**src/rtl/mbgd_apb_slave_if.sv**
```systemverilog
// APB bus bundle between the MBGD config master and mbgd_apb_slave.
// apb_pslverr exists only when MBGD_APB_SLVERR_EN is defined.
interface mbgd_apb_slave_if;
  logic       apb_psel;
  logic       apb_penable;
  logic       apb_pwrite;
  logic [7:0] apb_paddress;
  logic [7:0] apb_pwdata;
  logic [7:0] prdata;
  logic       apb_pready;
`ifdef MBGD_APB_SLVERR_EN
  logic       apb_pslverr;
`endif

  modport master (
    output apb_psel, apb_penable, apb_pwrite, apb_paddress, apb_pwdata,
    input  prdata, apb_pready
`ifdef MBGD_APB_SLVERR_EN
    , input apb_pslverr
`endif
  );

  modport slave (
    input  apb_psel, apb_penable, apb_pwrite, apb_paddress, apb_pwdata,
    output prdata, apb_pready
`ifdef MBGD_APB_SLVERR_EN
    , output apb_pslverr
`endif
  );
endinterface

```
**src/rtl/mbgd_apb_slave.sv**
```systemverilog
// APB slave holding NUM_REGS 8-bit config registers for the MBGD core, with
// WAIT_CYCLES wait states per transfer. Define MBGD_APB_SLVERR_EN for apb_pslverr.
module mbgd_apb_slave #(
  parameter int NUM_REGS    = 16,
  parameter int WAIT_CYCLES = 0
) (
  input  logic            apb_pclk,
  input  logic            reset,
  mbgd_apb_slave_if.slave bus,
  output logic [1:0]      state,
  output logic [7:0]      cfg_reg0,
  output logic [7:0]      cfg_reg1
);
  typedef enum logic [1:0] {
    S_IDLE   = 2'b00,
    S_SETUP  = 2'b01,
    S_ACCESS = 2'b10
  } state_e;

  localparam logic [8:0] LP_NREGS = 9'(NUM_REGS);
  localparam logic [3:0] LP_WAIT  = 4'(WAIT_CYCLES);

  state_e                     r_state;
  logic [3:0]                 r_wait;
  logic [NUM_REGS-1:0][7:0]   r_regs;
  logic                       w_in_range;
  logic                       w_ready;
  logic                       w_commit;
  logic [7:0]                 w_rd_sel;

  assign w_in_range = {1'b0, bus.apb_paddress} < LP_NREGS;
  assign w_ready    = (r_state == S_ACCESS) && (r_wait == 4'd0);
  // psel low in the ready cycle is an abort, so it never commits.
  assign w_commit   = w_ready && bus.apb_psel && bus.apb_pwrite && w_in_range;

  always_ff @(posedge apb_pclk or posedge reset) begin
    if (reset) begin
      r_state <= S_IDLE;
      r_wait  <= 4'd0;
    end else begin
      case (r_state)
        S_IDLE: begin
          if (bus.apb_psel && !bus.apb_penable) r_state <= S_SETUP;
        end
        S_SETUP: begin
          if (!bus.apb_psel) begin
            r_state <= S_IDLE;
          end else begin
            r_state <= S_ACCESS;
            r_wait  <= LP_WAIT;
          end
        end
        S_ACCESS: begin
          if (!bus.apb_psel) begin
            r_state <= S_IDLE;
            r_wait  <= 4'd0;
          end else if (r_wait != 4'd0) begin
            r_wait <= r_wait - 4'd1;
          end else begin
            // penable dropped in the completion cycle chains straight into SETUP
            r_state <= bus.apb_penable ? S_IDLE : S_SETUP;
          end
        end
        default: r_state <= S_IDLE;
      endcase
    end
  end

  always_ff @(posedge apb_pclk or posedge reset) begin
    if (reset) begin
      r_regs <= '0;
    end else if (w_commit) begin
      for (int i = 0; i < NUM_REGS; i++)
        if (bus.apb_paddress == 8'(i)) r_regs[i] <= bus.apb_pwdata;
    end
  end

  always_comb begin
    w_rd_sel = 8'h00;
    for (int i = 0; i < NUM_REGS; i++)
      if (bus.apb_paddress == 8'(i)) w_rd_sel = r_regs[i];
  end

  assign bus.prdata     = (r_state == S_ACCESS && !bus.apb_pwrite) ? w_rd_sel : 8'h00;
  assign bus.apb_pready = w_ready;
`ifdef MBGD_APB_SLVERR_EN
  assign bus.apb_pslverr = w_ready && !w_in_range;
`endif

  assign state    = r_state;
  assign cfg_reg0 = r_regs[0];
  if (NUM_REGS > 1) begin : g_cfg1
    assign cfg_reg1 = r_regs[1];
  end else begin : g_cfg1_none
    assign cfg_reg1 = 8'h00;
  end
endmodule

```
**src/flat_wrapper.sv**
```systemverilog
// flat-port wrapper written by rule: the top's interface ports become plain ports
module mbgd_apb_slave_flat 
#(
  parameter int NUM_REGS    = 16,
  parameter int WAIT_CYCLES = 0
)
  (apb_pclk, reset, state, cfg_reg0, cfg_reg1, bus_apb_psel, bus_apb_penable, bus_apb_pwrite, bus_apb_paddress, bus_apb_pwdata, bus_prdata, bus_apb_pready);
  mbgd_apb_slave_if bus_i ();
  input  logic apb_pclk;
  input  logic reset;
  output logic [1:0] state;
  output logic [7:0] cfg_reg0;
  output logic [7:0] cfg_reg1;
  input wire logic [$bits(bus_i.apb_psel)-1:0] bus_apb_psel;
  input wire logic [$bits(bus_i.apb_penable)-1:0] bus_apb_penable;
  input wire logic [$bits(bus_i.apb_pwrite)-1:0] bus_apb_pwrite;
  input wire logic [$bits(bus_i.apb_paddress)-1:0] bus_apb_paddress;
  input wire logic [$bits(bus_i.apb_pwdata)-1:0] bus_apb_pwdata;
  output wire logic [$bits(bus_i.prdata)-1:0] bus_prdata;
  output wire logic [$bits(bus_i.apb_pready)-1:0] bus_apb_pready;
  assign bus_i.apb_psel = bus_apb_psel;
  assign bus_i.apb_penable = bus_apb_penable;
  assign bus_i.apb_pwrite = bus_apb_pwrite;
  assign bus_i.apb_paddress = bus_apb_paddress;
  assign bus_i.apb_pwdata = bus_apb_pwdata;
  assign bus_prdata = bus_i.prdata;
  assign bus_apb_pready = bus_i.apb_pready;
  mbgd_apb_slave #(.NUM_REGS(NUM_REGS), .WAIT_CYCLES(WAIT_CYCLES)) u_core (.apb_pclk(apb_pclk), .reset(reset), .bus(bus_i), .state(state), .cfg_reg0(cfg_reg0), .cfg_reg1(cfg_reg1));
endmodule
```
**config.mk**
```make
export PLATFORM = sky130hd
export DESIGN_NAME = mbgd_apb_slave_flat
export DESIGN_NICKNAME = d
export VERILOG_FILES = /design/src/rtl/mbgd_apb_slave_if.sv /design/src/rtl/mbgd_apb_slave.sv /design/src/flat_wrapper.sv
export SDC_FILE = /design/constraint.sdc
export NUM_CORES = 1
export LEC_CHECK = 0
export CAP_MARGIN = 0
export CORE_ASPECT_RATIO = 2
export CORE_MARGIN = 2
export CORE_UTILIZATION = 45
export CTS_CLUSTER_SIZE = 40
export DETAILED_ROUTE_END_ITERATION = 10
export PLACE_DENSITY = 0.7
export SYNTH_ARGS = -nofsm -noshare
export SYNTH_HDL_FRONTEND = slang
export SYNTH_SLANG_ARGS = --single-unit
```
**constraint.sdc**
```tcl
create_clock -name apb_pclk -period 5.9 [get_ports apb_pclk]
set_clock_uncertainty 0.05 [all_clocks]
set_input_delay 1.18 -clock apb_pclk [delete_from_list [all_inputs] [get_ports apb_pclk]]
set_output_delay 1.18 -clock apb_pclk [all_outputs]
set_load 0.1 [all_outputs]
```
==> metrics.csv, run 1 <==
stage,metric,value,unit
status,outcome,"finished, final reports clean",
cells_and_area,ff_latch_area,3353,um^2
cells_and_area,multi_input_area,3052,um^2
yosys,syn_avg_cell_area,12.65,um^2
die,row_count,63,
clock_tree,cts_buffers,17,
cells_and_area,diodes,0,
cells_and_area,area_growth,17.74,%
yosys,syn_nets,550,
clock_tree,cts_max_level,4,
route,ant_nets,0,
worst_setup_path,cp_max_fo,11,
clock_tree,clk_pin_slew_worst_paths,0.05,ns
route,post_drt_wl_per_cell,21.48,um
cells_and_area,final_layout_size_suffix_gt1_frac,0.3887,
die,dieHeight,176.3,um
sta,worstMarginPinSlew,0.9774,ns
clock_tree,cts_sinks,134,
clock_tree,insertion_delay,0.40,ns
cells_and_area,nets,576,
global_routing,grt_pass1_wl,25.92,mm
worst_setup_path,crit_arrival,3.77,ns
worst_setup_path,crit_family,simple AND/OR/NAND/NOR gates,
placed_design,port-buffer-count,47,
worst_setup_path,critPathLaunchType,primary input,
flow_run,drv_cap,0,
clock_tree,clock_path_buffers,2,
route,firstDrtPassIters,5,
cells_and_area,final_cells,761,
clock_tree,postCtsSetupBuffers,0,
yosys,yosysWarnings,0,
sta,maxSlewHeadroom,0.3464,
sta,finalSetupTns,0,ns
hold_path,hp-class,flip-flop to flip-flop,
die,initial_core_util,0.4555,
global_routing,grtUsageTotal,0.2141,
worst_setup_path,path_class,primary input to output pin,
die,ios,48,
worst_setup_path,end_kind,output pin,
sta,finalCritPeriodShare,0.8475,
placed_design,dp.cells,730,
cells_and_area,nFillCells,1276,
route,vias,4503,
clock_tree,hold_buffers,0,
route,post-route-drc-count,0,
placed_design,hpwl,11.18,mm
sta,finalCriticalPeriod,5.000,ns
hold_path,hold_path_depth,1,
sta,rsz0062_at_grt,no,
clock_tree,cts_resized,0,
power_and_ir_drop,cellPowerDensity,272.3,nW/um^2
global_routing,antenna_found_initial,0,
worst_setup_path,path_depth,8,
cells_and_area,final_cell_mix,"mux2_2 (134), dfrtp_1 (134), clkdlybuf4s50_1 (37)",
worst_setup_path,crit_slowest_cell,nor2b_1,
yosys,synth_ff_type,dfrtp_1,
worst_setup_path,crit_top_cell,nor4_2,
worst_setup_path,slowest_delay,0.67,ns
worst_setup_path,worstPathCellList,clkdlybuf4s50_1 > nor4_2 > buf_4 > nor2b_1 > and3_1 > a211oi_1 > nor4_2 > buf_12,
route,vias_per_cell,5.917,
worst_setup_path,required,4.67,ns
yosys,ys_ff_latch,134,
sta,worst_slack,0.8997,ns
worst_setup_path,path_buf_inv,3,
yosys,ys_types,50,
die,core,14660,um^2
placed_design,place_congestion,0.9605,
clock_tree,cts_tree,built,
yosys,ys_seq_area_frac,0.5022,
route,drt_iter0_drc,283,
global_routing,grt_start_max_net_pins,59,
yosys,synth_area,6678,um^2
power_and_ir_drop,ir_worst_vdd,0.2100,mV
sta,slew_violations,0,
die,die_area,15890,um^2
sta,clock.fmax,200.0,MHz
yosys,syn_inst,528,
sta,hold_viol,0,
global_routing,grt-ovfl-total,0,
clock_tree,root_buffer,clkbuf_16,
yosys,async_reset_ff_frac,1.000,
power_and_ir_drop,p_leak,3.674,nW
placed_design,place_ws,0.9437,ns
die,die_x,90.14,um
route,wirelength,16.35,mm
global_routing,grt_pass1_vias,4670,
worst_setup_path,r2r_cells,7,
sta,setup_violations,0,
yosys,synth_edf_count,0,
==> cell usage after synthesis (2+ instances only) <==
master	n	area, um^2
nor2b_1	5	31.28
nand3_1	7	35.03
buf_4	16	120.1
nand2b_1	4	25.02
a21oi_1	18	90.09
nor4_2	2	25.02
a22oi_1	2	15.01
nand2_1	26	97.59
o22ai_1	7	43.79
a31oi_1	2	12.51
dfrtp_1	134	3353
or3_1	2	12.51
o221ai_1	4	35.03
nor2_2	3	18.77
mux4_2	17	382.9
nor3_1	9	45.04
mux2_2	134	1509
buf_2	4	20.02
nand3_2	8	80.08
clkbuf_1	23	86.33
buf_1	6	22.52
o21ai_0	19	95.09
o2bb2ai_1	2	17.52
a211oi_1	4	30.03
and2_1	4	25.02
nor2_1	22	82.58
and3_1	3	18.77
a32o_1	3	30.03
a21o_1	2	15.01
inv_1	7	26.28
mux2i_1	10	100.1
==> registers in the layout, summed over array words and instances, names as in the netlist <==
register	count
u_core.r_wait	4
u_core.cfg_reg0	8
u_core.state	2
u_core.cfg_reg1	8
u_core.r_regs	112
==> logic make-up after synthesis <==
| kind of cell | Yosys count | synth area share |
|---|---|---|
| multiplexers | 161 | 0.2983 |
| flip-flops | 134 | 0.5022 |
| AND/OR/NAND/NOR | 102 | 0.08525 |
| AO/OA/AOI/OAI | 73 | 0.07064 |
| buffers and inverters | 57 | 0.04178 |
| adder cells (fa/ha/maj) | 1 | 0.001873 |
==> metal layers <==
layer | up-vias | wire length, um | part of all wire | track usage
li1 | 1986 | - | - | -
met1 | 2329 | 6396 | 0.39 | 0.2613
met2 | 151 | 8707 | 0.53 | 0.3612
met3 | 37 | 765 | 0.047 | 0.04738
met4 | 0 | 478 | 0.029 | 0.1000
met5 | - | 0 | 0 | 0
==> area by class of cell <==
class | instances | area share
sequential | 134 | 0.4265
multi-input combinational | 337 | 0.3881
timing repair buffer | 56 | 0.07257
clock buffer | 24 | 0.06254
tap | 195 | 0.03103
clock inverter | 7 | 0.01512
inverter | 8 | 0.004137
==> power by group <==
part           internal (W)  total (W)  switching, W
Sequential         0.000923   0.000926    0.00000285
Clock              0.000708    0.00109      0.000378
Combinational     0.0000384   0.000129     0.0000903
==> stage by stage <==
step	hold WS, ns	utilization	cell area, um^2	power [W]
after floorplan	0.4151	-	6684	0.001023
after global placement	0.4220	0.4946	7252	0.001070
after detailed placement	0.4394	0.4946	7252	0.001071
after CTS	0.4513	0.5363	7863	0.002156
after global routing	0.4655	0.5363	7863	0.002212
final	0.4488	0.5363	7863	0.002141
==> worst paths after layout <==
path	slack, ns	end	from
setup / recovery	0.90	bus_prdata[0]	bus_apb_paddress[4]
hold / removal	0.45	u_core.r_regs[52]	u_core.r_regs[52]
setup reg to reg	3.06	u_core.r_regs[100]	u_core.r_wait[0]
hold reg to reg	0.45	u_core.r_regs[52]	u_core.r_regs[52]
max in group asynchronous	3.61	u_core.r_regs[107]	reset
min in group asynchronous	1.20	u_core.cfg_reg1[0]	reset
Note: power is estimated with default switching activity, not from simulation.
==> inputs of run 2 (changes only) <==
Settings changed: PLACE_DENSITY 0.7 to 0.72.
Clock period 5.9 ns to 4.5 ns, I/O delays scaled along.
==> metrics.csv, run 2 (synthesis results as in run 1) <==
stage,metric,value,unit
die,ios,48,
power_and_ir_drop,p_leak,3.684,nW
sta,worstMarginPinSlew,1.023,ns
clock_tree,cts_sinks,134,
placed_design,port-buffer-count,47,
placed_design,place_congestion,0.9117,
sta,finalCriticalPeriod,4.161,ns
global_routing,grt_pass1_vias,4729,
cells_and_area,final_cell_mix,"mux2_2 (134), dfrtp_1 (134), clkdlybuf4s50_1 (36)",
power_and_ir_drop,p_sw,0.0006216,W
clock_tree,clk_pin_slew_worst_paths,0.05,ns
cells_and_area,multi_input_area,3063,um^2
power_and_ir_drop,p_seq_frac,0.443,
route,post_drt_wl_per_cell,21.50,um
die,row_count,63,
worst_setup_path,required,3.55,ns
cells_and_area,ff_latch_area,3353,um^2
clock_tree,postCtsSetupBuffers,0,
die,initial_core_util,0.4555,
sta,slew_violations,0,
flow_run,drv_cap,0,
cells_and_area,nets,579,
clock_tree,clock_path_buffers,2,
sta,maxSlewHeadroom,0.3178,
power_and_ir_drop,ir_worst_vdd,0.2589,mV
worst_setup_path,crit_slowest_cell,clkdlybuf4s50_1,
placed_design,dpl_cell_area,7347,um^2
power_and_ir_drop,swShare,0.2269,
sta,finalSetupTns,0,ns
global_routing,grt_pass1_wl,26.57,mm
sta,clock.fmax,240.4,MHz
global_routing,grt-ovfl-total,0,
cells_and_area,largest_reg_flops,112,
global_routing,grtUsageTotal,0.2188,
cells_and_area,fin_area,7921,um^2
worst_setup_path,critPathLaunchType,primary input,
die,dieHeight,176.3,um
cells_and_area,largest_register,u_core.r_regs,
route,drt_iter0_drc,327,
placed_design,place_ws,0.3021,ns
route,wirelength,16.41,mm
sta,rsz0062_at_grt,no,
route,firstDrtPassIters,6,
route,ant_nets,0,
sta,setup_violations,0,
worst_setup_path,end_kind,output pin,
die,core,14660,um^2
clock_tree,cts_resized,0,
route,vias,4534,
sta,hold_viol,0,
cells_and_area,final_layout_size_suffix_gt1_frac,0.3944,
cells_and_area,diodes,0,
worst_setup_path,slowest_delay,0.45,ns
power_and_ir_drop,power_frac_comb,0.063,
sta,whs,0.4444,ns
cells_and_area,nFillCells,1270,
worst_setup_path,cp_max_fo,10,
die,die_x,90.14,um
route,post-route-drc-count,0,
hold_path,hp-class,flip-flop to flip-flop,
clock_tree,cts_buffers,17,
global_routing,grt_start_max_net_pins,83,
cells_and_area,area_growth,18.62,%
die,die_area,15890,um^2
status,outcome,"finished, final reports clean",
placed_design,hpwl,11.32,mm
power_and_ir_drop,total_power,0.002739,W
clock_tree,cts_max_level,4,
clock_tree,cts_tree,built,
sta,finalCritPeriodShare,0.9246,
worst_setup_path,crit_arrival,3.21,ns
clock_tree,root_buffer,clkbuf_16,
worst_setup_path,worstPathCellList,clkdlybuf4s50_1 > nor4_2 > buf_4 > nor2b_1 > o21ai_0 > o22a_1 > o22ai_1 > buf_12,
power_and_ir_drop,cellPowerDensity,345.8,nW/um^2
global_routing,antenna_found_initial,0,
clock_tree,hold_buffers,0,
power_and_ir_drop,p_int,0.002117,W
power_and_ir_drop,power_frac_clock,0.494,
route,vias_per_cell,5.942,
clock_tree,insertion_delay,0.41,ns
sta,worst_slack,0.3394,ns
worst_setup_path,path_class,primary input to output pin,
run 2: per-stage QoR:
step,std cells,utilization
floorplan,528,-
global placement,733,0.5011
detailed placement,733,0.5011
CTS,763,0.5403
global route,763,0.5403
finish,763,0.5403
run 2: layout make-up:
class                           instances  share of cell area
Multi-Input combinational cell        337              0.3867
Sequential cell                       134              0.4233
Clock inverter                          7             0.01216
Clock buffer                           23             0.06034
Tap cell                              195             0.03080
Timing Repair Buffer                   59             0.08245
Inverter                                8            0.004265
run 2: power by group through the flow:
stage	Clock, W	Sequential, W	Combinational [W]
after CTS	0.00137	0.00121	0.000174
after detailed placement	0	0.00123	0.000173
final	0.00135	0.00121	0.000173
after global placement	0	0.00123	0.000172
after floorplan	0	0.00124	0.000102
after global routing	0.00143	0.00121	0.000188
run 2: worst paths after layout:
path	start	to	slack, ns	depth (start not counted)
worst max register to register	u_core.r_wait[0]	u_core.r_regs[101]	1.54	7
max in group asynchronous	reset	u_core.r_regs[111]	2.59	3
worst max-delay path	bus_apb_paddress[4]	bus_prdata[4]	0.34	8
worst min register to register	u_core.state[1]	u_core.state[0]	0.44	1
worst min-delay path	u_core.state[1]	u_core.state[0]	0.44	1
min in group asynchronous	reset	u_core.r_regs[54]	0.99	3
run 2: critical path: cells and delay by family:
kind	cells	cell delay, ns
compound gates	3	0.70
buf+inv	3	0.90
simple gates	2	0.70
run 2: layer usage:
metal / global-route usage / vias to the layer above / share of wire
met5: 0 / - / 0
met1: 0.2747 / 2337 / 0.40
met3: 0.04183 / 44 / 0.046
met2: 0.3747 / 156 / 0.53
met4: 0.08397 / 0 / 0.031
li1: - / 1997 / -
==> inputs of run 3 (changes only) <==
Settings changed: MAX_ROUTING_LAYER set to met4, SKIP_LAST_GASP set to 1.
==> metrics.csv, run 3 (synthesis results as in run 1) <==
stage,metric,value,unit
sta,rsz0062_at_grt,no,
clock_tree,hold_buffers,0,
flow_run,drv_cap,0,
global_routing,antenna_found_initial,0,
worst_setup_path,required,3.55,ns
die,ios,48,
worst_setup_path,critPathLaunch,bus_apb_paddress[4],
power_and_ir_drop,cellPowerDensity,369.3,nW/um^2
worst_setup_path,slowest_delay,0.47,ns
global_routing,grt_pass1_wl,26.70,mm
cells_and_area,largest_reg_flops,112,
route,vias_per_cell,5.938,
cells_and_area,final_cell_mix,"mux2_2 (134), dfrtp_1 (134), clkdlybuf4s50_1 (36)",
route,drt_iter0_drc,497,
clock_tree,clock_path_buffers,2,
worst_setup_path,r2r-start,u_core.r_wait[0],
clock_tree,cts_buffers,17,
clock_tree,cts_resized,0,
worst_setup_path,end_kind,output pin,
global_routing,grtUsageTotal,0.2279,
cells_and_area,largest_register,u_core.r_regs,
die,dieHeight,176.3,um
sta,setup_violations,0,
route,vias,4537,
placed_design,dpl_cell_area,7352,um^2
cells_and_area,diodes,0,
clock_tree,cts_max_level,4,
sta,clock.fmax,235.7,MHz
sta,slew_violations,0,
route,wirelength,16.71,mm
route,firstDrtPassIters,5,
die,die_x,90.14,um
global_routing,grt-ovfl-total,0,
route,ant_nets,0,
sta,finalCritPeriodShare,0.9427,
cells_and_area,fin_area,8035,um^2
die,initial_core_util,0.4555,
global_routing,grt_pass1_vias,4624,
global_routing,grt_start_max_net_pins,135,
placed_design,hpwl,11.21,mm
sta,hold_viol,0,
cells_and_area,final_cells,764,
worst_setup_path,crit_slowest_cell,nor2b_1,
cells_and_area,area_growth,20.33,%
clock_tree,root_buffer,clkbuf_16,
sta,maxSlewHeadroom,0.3427,
hold_path,min-delay-start,u_core.state[1],
route,post-route-drc-count,0,
placed_design,port-buffer-count,47,
die,row_count,63,
worst_setup_path,path_class,primary input to output pin,
worst_setup_path,crit_arrival,3.29,ns
cells_and_area,nets,578,
worst_setup_path,critPathLaunchType,primary input,
die,die_area,15890,um^2
die,core,14660,um^2
clock_tree,clk_pin_slew_worst_paths,0.06,ns
cells_and_area,final_layout_size_suffix_gt1_frac,0.4007,
route,post_drt_wl_per_cell,21.87,um
power_and_ir_drop,p_leak,3.744,nW
clock_tree,cts_tree,built,
hold_path,hp-class,flip-flop to flip-flop,
status,outcome,"finished, final reports clean",
worst_setup_path,cp_max_fo,10,
sta,worstMarginPinSlew,0.9829,ns
clock_tree,cts_sinks,134,
worst_setup_path,worstPathCellList,clkdlybuf4s50_1 > nor4_2 > buf_4 > nor2b_1 > o21ai_0 > a211oi_1 > o221a_2 > buf_12,
placed_design,place_congestion,0.9307,
placed_design,dp.cells,732,
clock_tree,insertion_delay,0.41,ns
clock_tree,postCtsSetupBuffers,0,
sta,finalCriticalPeriod,4.242,ns
power_and_ir_drop,ir_worst_vdd,0.2835,mV
==> run 3: routing by layer <==
layer,share of wire,vias to the layer above,track usage
met1,0.41,2337,0.2793
met3,0.044,37,0.03542
li1,-,1998,-
met5,0,-,-
met4,0.031,0,0.09487
met2,0.52,165,0.3778
==> run 3: metrics by stage <==
stage	util	TNS [ns]	total power (W)	hold slack, ns	setup WS (ns)
global placement	0.5015	0	0.001410	0.4217	0.3474
detailed placement	0.5015	0	0.001410	0.4337	0.3314
CTS	0.5480	0	0.002985	0.4399	0.2937
global route	0.5480	0	0.003046	0.4549	0.1867
floorplan	-	-0.3727	0.001342	0.4151	-0.1864
finish	0.5480	0	0.002967	0.4369	0.2579
==> run 3: final cells by class <==
type,count,area [um^2]
repair buffers,58,658.1
inverters,8,33.78
clock inverters,10,188.9
clock buffers,22,494.2
flip-flops and latches,134,3353
well taps,195,244.0
fillers,1234,6626
multi-input cells,337,3063
==> run 3: final timing paths <==
path                                            to  slack [ns]  depth (start not counted)
worst max-delay path                 bus_prdata[3]        0.26                          8
worst min-delay path               u_core.state[0]        0.44                          1
worst max register to register   u_core.r_regs[99]        1.54                          7
worst min register to register     u_core.state[0]        0.44                          1
max in group asynchronous        u_core.r_regs[88]        2.86                          3
min in group asynchronous       u_core.cfg_reg1[6]        0.99                          3
==> run 3: worst max-delay path: cells and delay by family <==
family | cells | cell delay [ns]
AOI/OAI and AO/OA | 3 | 0.79
buffers and inverters | 3 | 0.86
and+or+nand+nor | 2 | 0.75
==> run 3: where the power goes <==
group / switching (W) / internal [W]
Sequential: 0.00000364 / 0.00121
Clock: 0.000518 / 0.00106
Combinational: 0.000120 / 0.0000546
Total: 0.000642 / 0.00233
